## src/rtl/vga_timing_gen.sv

```systemverilog
// -----------------------------------------------------------------------------
// vga_timing_gen
//
// Raster timing generator for the VGA output path. The block runs on sys_clk
// and advances one pixel position each time the pix_en strobe is high. It
// produces the sync pulses, the data-enable flag, the pixel coordinates and
// the line/frame start markers used by the pixel-data stage.
//
// Optional feature (compile-time macro VGA_TEST_PATTERN_EN):
//   defined     - rgb carries eight vertical colour bars during active video
//   not defined - rgb is tied to 12'h000 and no pattern logic exists
//
// Ports:
//   sys_clk      in   1      system clock (only clock)
//   sys_rst_n    in   1      asynchronous active-low reset
//   pix_en       in   1      pixel-advance strobe, one sys_clk wide
//   hsync        out  1      horizontal sync (polarity from SYNC_POL)
//   vsync        out  1      vertical sync   (polarity from SYNC_POL)
//   de           out  1      active-video flag
//   pixel_x      out  CNT_W  horizontal position
//   pixel_y      out  CNT_W  vertical position
//   line_start   out  1      one-cycle pulse after x moves to 0
//   frame_start  out  1      one-cycle pulse after (x,y) moves to (0,0)
//   rgb          out  12     4:4:4 pixel colour
//
// All outputs are registered and change only on the edge where pix_en is
// sampled high, except the start pulses which also clear when pix_en is low.
// -----------------------------------------------------------------------------
module vga_timing_gen #(
  parameter int H_ACTIVE = 640,
  parameter int H_FP     = 16,
  parameter int H_SYNC   = 96,
  parameter int H_BP     = 48,
  parameter int V_ACTIVE = 480,
  parameter int V_FP     = 10,
  parameter int V_SYNC   = 2,
  parameter int V_BP     = 33,
  parameter int SYNC_POL = 0,
  parameter int CNT_W    = 10
) (
  input  logic             sys_clk,
  input  logic             sys_rst_n,
  input  logic             pix_en,
  output logic             hsync,
  output logic             vsync,
  output logic             de,
  output logic [CNT_W-1:0] pixel_x,
  output logic [CNT_W-1:0] pixel_y,
  output logic             line_start,
  output logic             frame_start,
  output logic [11:0]      rgb
);

  localparam int H_TOTAL = H_ACTIVE + H_FP + H_SYNC + H_BP;
  localparam int V_TOTAL = V_ACTIVE + V_FP + V_SYNC + V_BP;

  localparam logic [CNT_W-1:0] H_LAST  = CNT_W'(H_TOTAL - 1);
  localparam logic [CNT_W-1:0] V_LAST  = CNT_W'(V_TOTAL - 1);
  localparam logic [CNT_W-1:0] H_ACT_C = CNT_W'(H_ACTIVE);
  localparam logic [CNT_W-1:0] V_ACT_C = CNT_W'(V_ACTIVE);
  localparam logic [CNT_W-1:0] HS_BEG  = CNT_W'(H_ACTIVE + H_FP);
  localparam logic [CNT_W-1:0] HS_END  = CNT_W'(H_ACTIVE + H_FP + H_SYNC);
  localparam logic [CNT_W-1:0] VS_BEG  = CNT_W'(V_ACTIVE + V_FP);
  localparam logic [CNT_W-1:0] VS_END  = CNT_W'(V_ACTIVE + V_FP + V_SYNC);
  localparam logic [CNT_W-1:0] ZERO_C  = CNT_W'(0);
  localparam logic [CNT_W-1:0] ONE_C   = CNT_W'(1);

  localparam logic SYNC_ACT = (SYNC_POL != 0) ? 1'b1 : 1'b0;

  logic [CNT_W-1:0] x_r, y_r;
  logic [CNT_W-1:0] next_x_s, next_y_s;
  logic             hsync_r, vsync_r, de_r, line_start_r, frame_start_r;
  logic             hsync_next_s, vsync_next_s, de_next_s;

  // Next raster position and the decodes of that position, so registered
  // outputs line up with the coordinates they describe.
  always_comb begin
    next_x_s = x_r;
    next_y_s = y_r;
    if (x_r == H_LAST) begin
      next_x_s = ZERO_C;
      if (y_r == V_LAST) begin
        next_y_s = ZERO_C;
      end else begin
        next_y_s = y_r + ONE_C;
      end
    end else begin
      next_x_s = x_r + ONE_C;
    end
    de_next_s    = (next_x_s < H_ACT_C) && (next_y_s < V_ACT_C);
    hsync_next_s = ((next_x_s >= HS_BEG) && (next_x_s < HS_END)) ? SYNC_ACT : ~SYNC_ACT;
    vsync_next_s = ((next_y_s >= VS_BEG) && (next_y_s < VS_END)) ? SYNC_ACT : ~SYNC_ACT;
  end

  // Raster counters, sync/enable flags and start pulses.
  always_ff @(posedge sys_clk or negedge sys_rst_n) begin
    if (!sys_rst_n) begin
      x_r           <= H_LAST;
      y_r           <= V_LAST;
      hsync_r       <= ~SYNC_ACT;
      vsync_r       <= ~SYNC_ACT;
      de_r          <= 1'b0;
      line_start_r  <= 1'b0;
      frame_start_r <= 1'b0;
    end else if (pix_en) begin
      x_r           <= next_x_s;
      y_r           <= next_y_s;
      hsync_r       <= hsync_next_s;
      vsync_r       <= vsync_next_s;
      de_r          <= de_next_s;
      line_start_r  <= (next_x_s == ZERO_C);
      frame_start_r <= (next_x_s == ZERO_C) && (next_y_s == ZERO_C);
    end else begin
      line_start_r  <= 1'b0;
      frame_start_r <= 1'b0;
    end
  end

`ifdef VGA_TEST_PATTERN_EN
  localparam logic [CNT_W-1:0] BAR_W = CNT_W'(H_ACTIVE / 8);

  logic [11:0] rgb_r;

  // Colour of the vertical bar containing column x (white first, black last).
  function automatic logic [11:0] bar_colour(input logic [CNT_W-1:0] x);
    logic [CNT_W-1:0] idx;
    idx = x / BAR_W;
    case (idx)
      CNT_W'(0): bar_colour = 12'hFFF;
      CNT_W'(1): bar_colour = 12'hFF0;
      CNT_W'(2): bar_colour = 12'h0FF;
      CNT_W'(3): bar_colour = 12'h0F0;
      CNT_W'(4): bar_colour = 12'hF0F;
      CNT_W'(5): bar_colour = 12'hF00;
      CNT_W'(6): bar_colour = 12'h00F;
      default:   bar_colour = 12'h000;
    endcase
  endfunction

  // Pattern colour, registered with de and blanked outside active video.
  always_ff @(posedge sys_clk or negedge sys_rst_n) begin
    if (!sys_rst_n) begin
      rgb_r <= 12'h000;
    end else if (pix_en) begin
      rgb_r <= de_next_s ? bar_colour(next_x_s) : 12'h000;
    end else begin
      rgb_r <= rgb_r;
    end
  end

  assign rgb = rgb_r;
`else
  assign rgb = 12'h000;
`endif

  assign pixel_x     = x_r;
  assign pixel_y     = y_r;
  assign hsync       = hsync_r;
  assign vsync       = vsync_r;
  assign de          = de_r;
  assign line_start  = line_start_r;
  assign frame_start = frame_start_r;

endmodule

```

## config.mk

```make
export PLATFORM = sky130hd
export DESIGN_NAME = vga_timing_gen
export DESIGN_NICKNAME = d
export VERILOG_FILES = /design/src/rtl/vga_timing_gen.sv
export SDC_FILE = /design/constraint.sdc
export NUM_CORES = 1
export LEC_CHECK = 0
export ABC_AREA = 1
export CORE_ASPECT_RATIO = 0.9
export CORE_UTILIZATION = 50
export CTS_BUF_LIST = sky130_fd_sc_hd__clkbuf_8 sky130_fd_sc_hd__clkbuf_16
export CTS_CLUSTER_SIZE = 24
export DETAILED_ROUTE_END_ITERATION = 8
export GPL_ROUTABILITY_DRIVEN = 0
export HOLD_SLACK_MARGIN = 0.08
export PLACE_DENSITY = 0.81
export SETUP_SLACK_MARGIN = 0.2
export SLEW_MARGIN = 5
export SYNTH_ARGS = -nofsm -noshare
export SYNTH_HDL_FRONTEND = slang
export SYNTH_SLANG_ARGS = --single-unit
export TNS_END_PERCENT = 5
```

## constraint.sdc

```tcl
create_clock -name sys_clk -period 4.3 [get_ports sys_clk]
set_input_delay 0.86 -clock sys_clk [delete_from_list [all_inputs] [get_ports sys_clk]]
set_output_delay 0.86 -clock sys_clk [all_outputs]
set_load 0.05 [all_outputs]
```

==> results_dict.tcl <==
set metrics [dict create \
    power_uw 1080 \
    holdPathStages 2 \
    post-route-period-util 0.600 \
    core_um2 3450 \
    syn_area_um2 1850 \
    synth.most_common_cell "nand2_1" \
    numCtsBuffers 3 \
    synth_seq_area_share 0.347 \
    diodes 0 \
    yosys.area.top_type "dfrtp_1" \
    fillers 334 \
    cts_buffer_depth 2 \
    crit_type "input port to flip-flop" \
    yosysTopAreaCellShare 0.176 \
    drt_iter0_markers 131 \
    grt_max_degree 29 \
    path_cells "clkdlybuf4s50_1 -> clkinv_1 -> o21ai_0" \
    track_usage 0.218 \
    cts_resized 0 \
    overflow 0 \
    vias 1680 \
    total_leakage_power_uw 0.00102 \
    avgSynthCellArea_um2 6.92 \
    ys_ff_latch 25 \
    rsz0062_at_grt "false" \
    crit_path_end_kind "flip-flop" \
    cts_tree "built" \
    placed_cells 333 \
    grt_pass1_vias 1458 \
    synth_ff_type "dfrtp_1" \
    timing.slew.headroom 0.318 \
    max_stage_delay_ns 0.79 \
    start_util 0.535 \
    clk_pin_slew_ns 0.09 \
    hold_viol 0 \
    crit_fanout 28 \
    cp_slowest_cell "clkdlybuf4s50_1" \
    viasPerCell 4.99 \
    dpl_cell_area_um2 2110 \
    detail_route.wl_per_cell_um 11.4 \
    clock_latency_ns 0.27 \
    cts_hold_buf 0 \
    fin_nets 301 \
    worst_slew_pin_slew_ns 1.02 \
    area_growth_syn_to_layout_pct 16.9 \
    io_pins 40 \
    critPathLaunchType "input port" \
    yosysWarnings 0 \
    htreeDepth 1 \
    drc_errors 0 \
    slew_violations 0 \
    finClkSkew_ns 0.00467 \
    hold_path.class "flip-flop to flip-flop" \
    vdd_ir_drop_max_v 0.000384 \
    final_area_um2 2160 \
    ant_nets 0 \
    setup_tns_ns 0 \
    arrival_ns 2.76 \
    period_needed_ns 2.58 \
    setup_viol 0 \
    drive_above_1_share 0.130 \
    die_w_um 66.1 \
    antenna_found_initial 0 \
    synth.area.top_cells "dfrtp_1, nand2_1, dfstp_2, inv_1, nor2_1" \
    die_h_um 59.7 \
    dieArea_um2 3940 \
    status "finished clean" \
    post-cts-setup-buffers 0 \
    syn_inst 267 \
    p_per_area_nw_per_um2 499 \
    placementRows 20 \
    max_freq_mhz 388 \
    synth_edf_count 0 \
    clockRootBuffer "clkbuf_8" \
    dr.pass1.iters 4 \
    hpwl_mm 2.98 \
    portBuffers 27 \
    synth_common_cells "nand2_1, inv_1, nor2_1" \
    synth-async-reset-ratio 1.00 \
    grt_pass1_wl_mm 6.57 \
    r2r_cells 10 \
    maxCapViolCount 0 \
    finalNonFillerCells 337 \
    ys_types 31 \
    required_ns 4.48 \
    clock_sinks 25 \
    routed_wl_mm 3.85 \
]
## cell type report
class                      instances  area, um^2  share of cell area
tap                               44        55.1              0.0255
inverter                          31         116              0.0539
sequential                        25         641               0.297
clock inverter                     1        7.51             0.00348
timing repair buffer              28         278               0.129
multi-input combinational        205        1020               0.473
clock buffer                       3        41.3              0.0191
## metal layers
metal / global-route usage / up-vias / routed length, um
li1: - / 872 / -
met1: 0.308 / 775 / 2000
met2: 0.353 / 31 / 1710
met3: 0.0363 / 2 / 116
met4: 0.0486 / 0 / 28
met5: 0 / - / 0
## final timing paths
| kind | from | to | slack [ns] |
|---|---|---|---|
| setup / recovery | pix_en | pixel_y[2] | 1.72 |
| hold / removal | de | de | 0.50 |
| setup reg to reg | pixel_x[0] | vsync | 2.23 |
| hold reg to reg | de | de | 0.50 |
| max in group asynchronous | sys_rst_n | pixel_x[0] | 2.45 |
| min in group asynchronous | sys_rst_n | line_start | 1.14 |
## power breakdown
group	switching, uW	internal [uW]	total [uW]
registers	80.0	304	384
clock network	77.5	65.8	143
logic	382	169	551
total	540	539	1080
## critical path: cells and delay by family
family | cells | cell delay (ns)
buf+inv | 2 | 1.49
compound gates | 1 | 0.40
## placed cells by master (no fill, tap or decap), types with 3 or more instances in the layout
| cell | netlist | layout |
|---|---|---|
| clkbuf_8 | 0 | 3 |
| o21ai_0 | 19 | 19 |
| nand3_1 | 20 | 20 |
| nor2_1 | 27 | 27 |
| nand2_1 | 86 | 86 |
| ha_1 | 4 | 4 |
| nand4_1 | 6 | 6 |
| clkdlybuf4s50_1 | 0 | 27 |
| nand3_2 | 4 | 4 |
| conb_1 | 1 | 12 |
| dfstp_2 | 12 | 12 |
| nor3_1 | 3 | 3 |
| inv_1 | 27 | 27 |
| nand2_4 | 3 | 3 |
| nand2_2 | 3 | 3 |
| dfrtp_1 | 13 | 13 |
| nor2_4 | 4 | 4 |
## metrics by stage
stage	setup slack [ns]	hold slack [ns]	util
floorplan	2.27	0.564	-
global placement	1.53	0.478	0.611
detailed placement	1.43	0.472	0.611
CTS	1.72	0.502	0.625
global route	1.52	0.530	0.625
finish	1.72	0.500	0.625
## kinds of logic (layout without fill, tap and decap cells)
logic type	count (synthesis)	in the layout	synth area share
AND/OR/NAND/NOR	161	161	0.412
flip-flops	25	25	0.347
adder cells (fa/ha/maj)	4	4	0.0271
AO/OA/AOI/OAI	25	25	0.0711
other	1	12	0.00203
buffers and inverters	48	63	0.123
XOR/XNOR	3	3	0.0183
## sequential cells by signal, summed over array words and instances (netlist names)
name,cells
pixel_x,10
pixel_y,10
de,1
frame_start,1
hsync,1
line_start,1
vsync,1
Power figures use the tool's default switching activity.
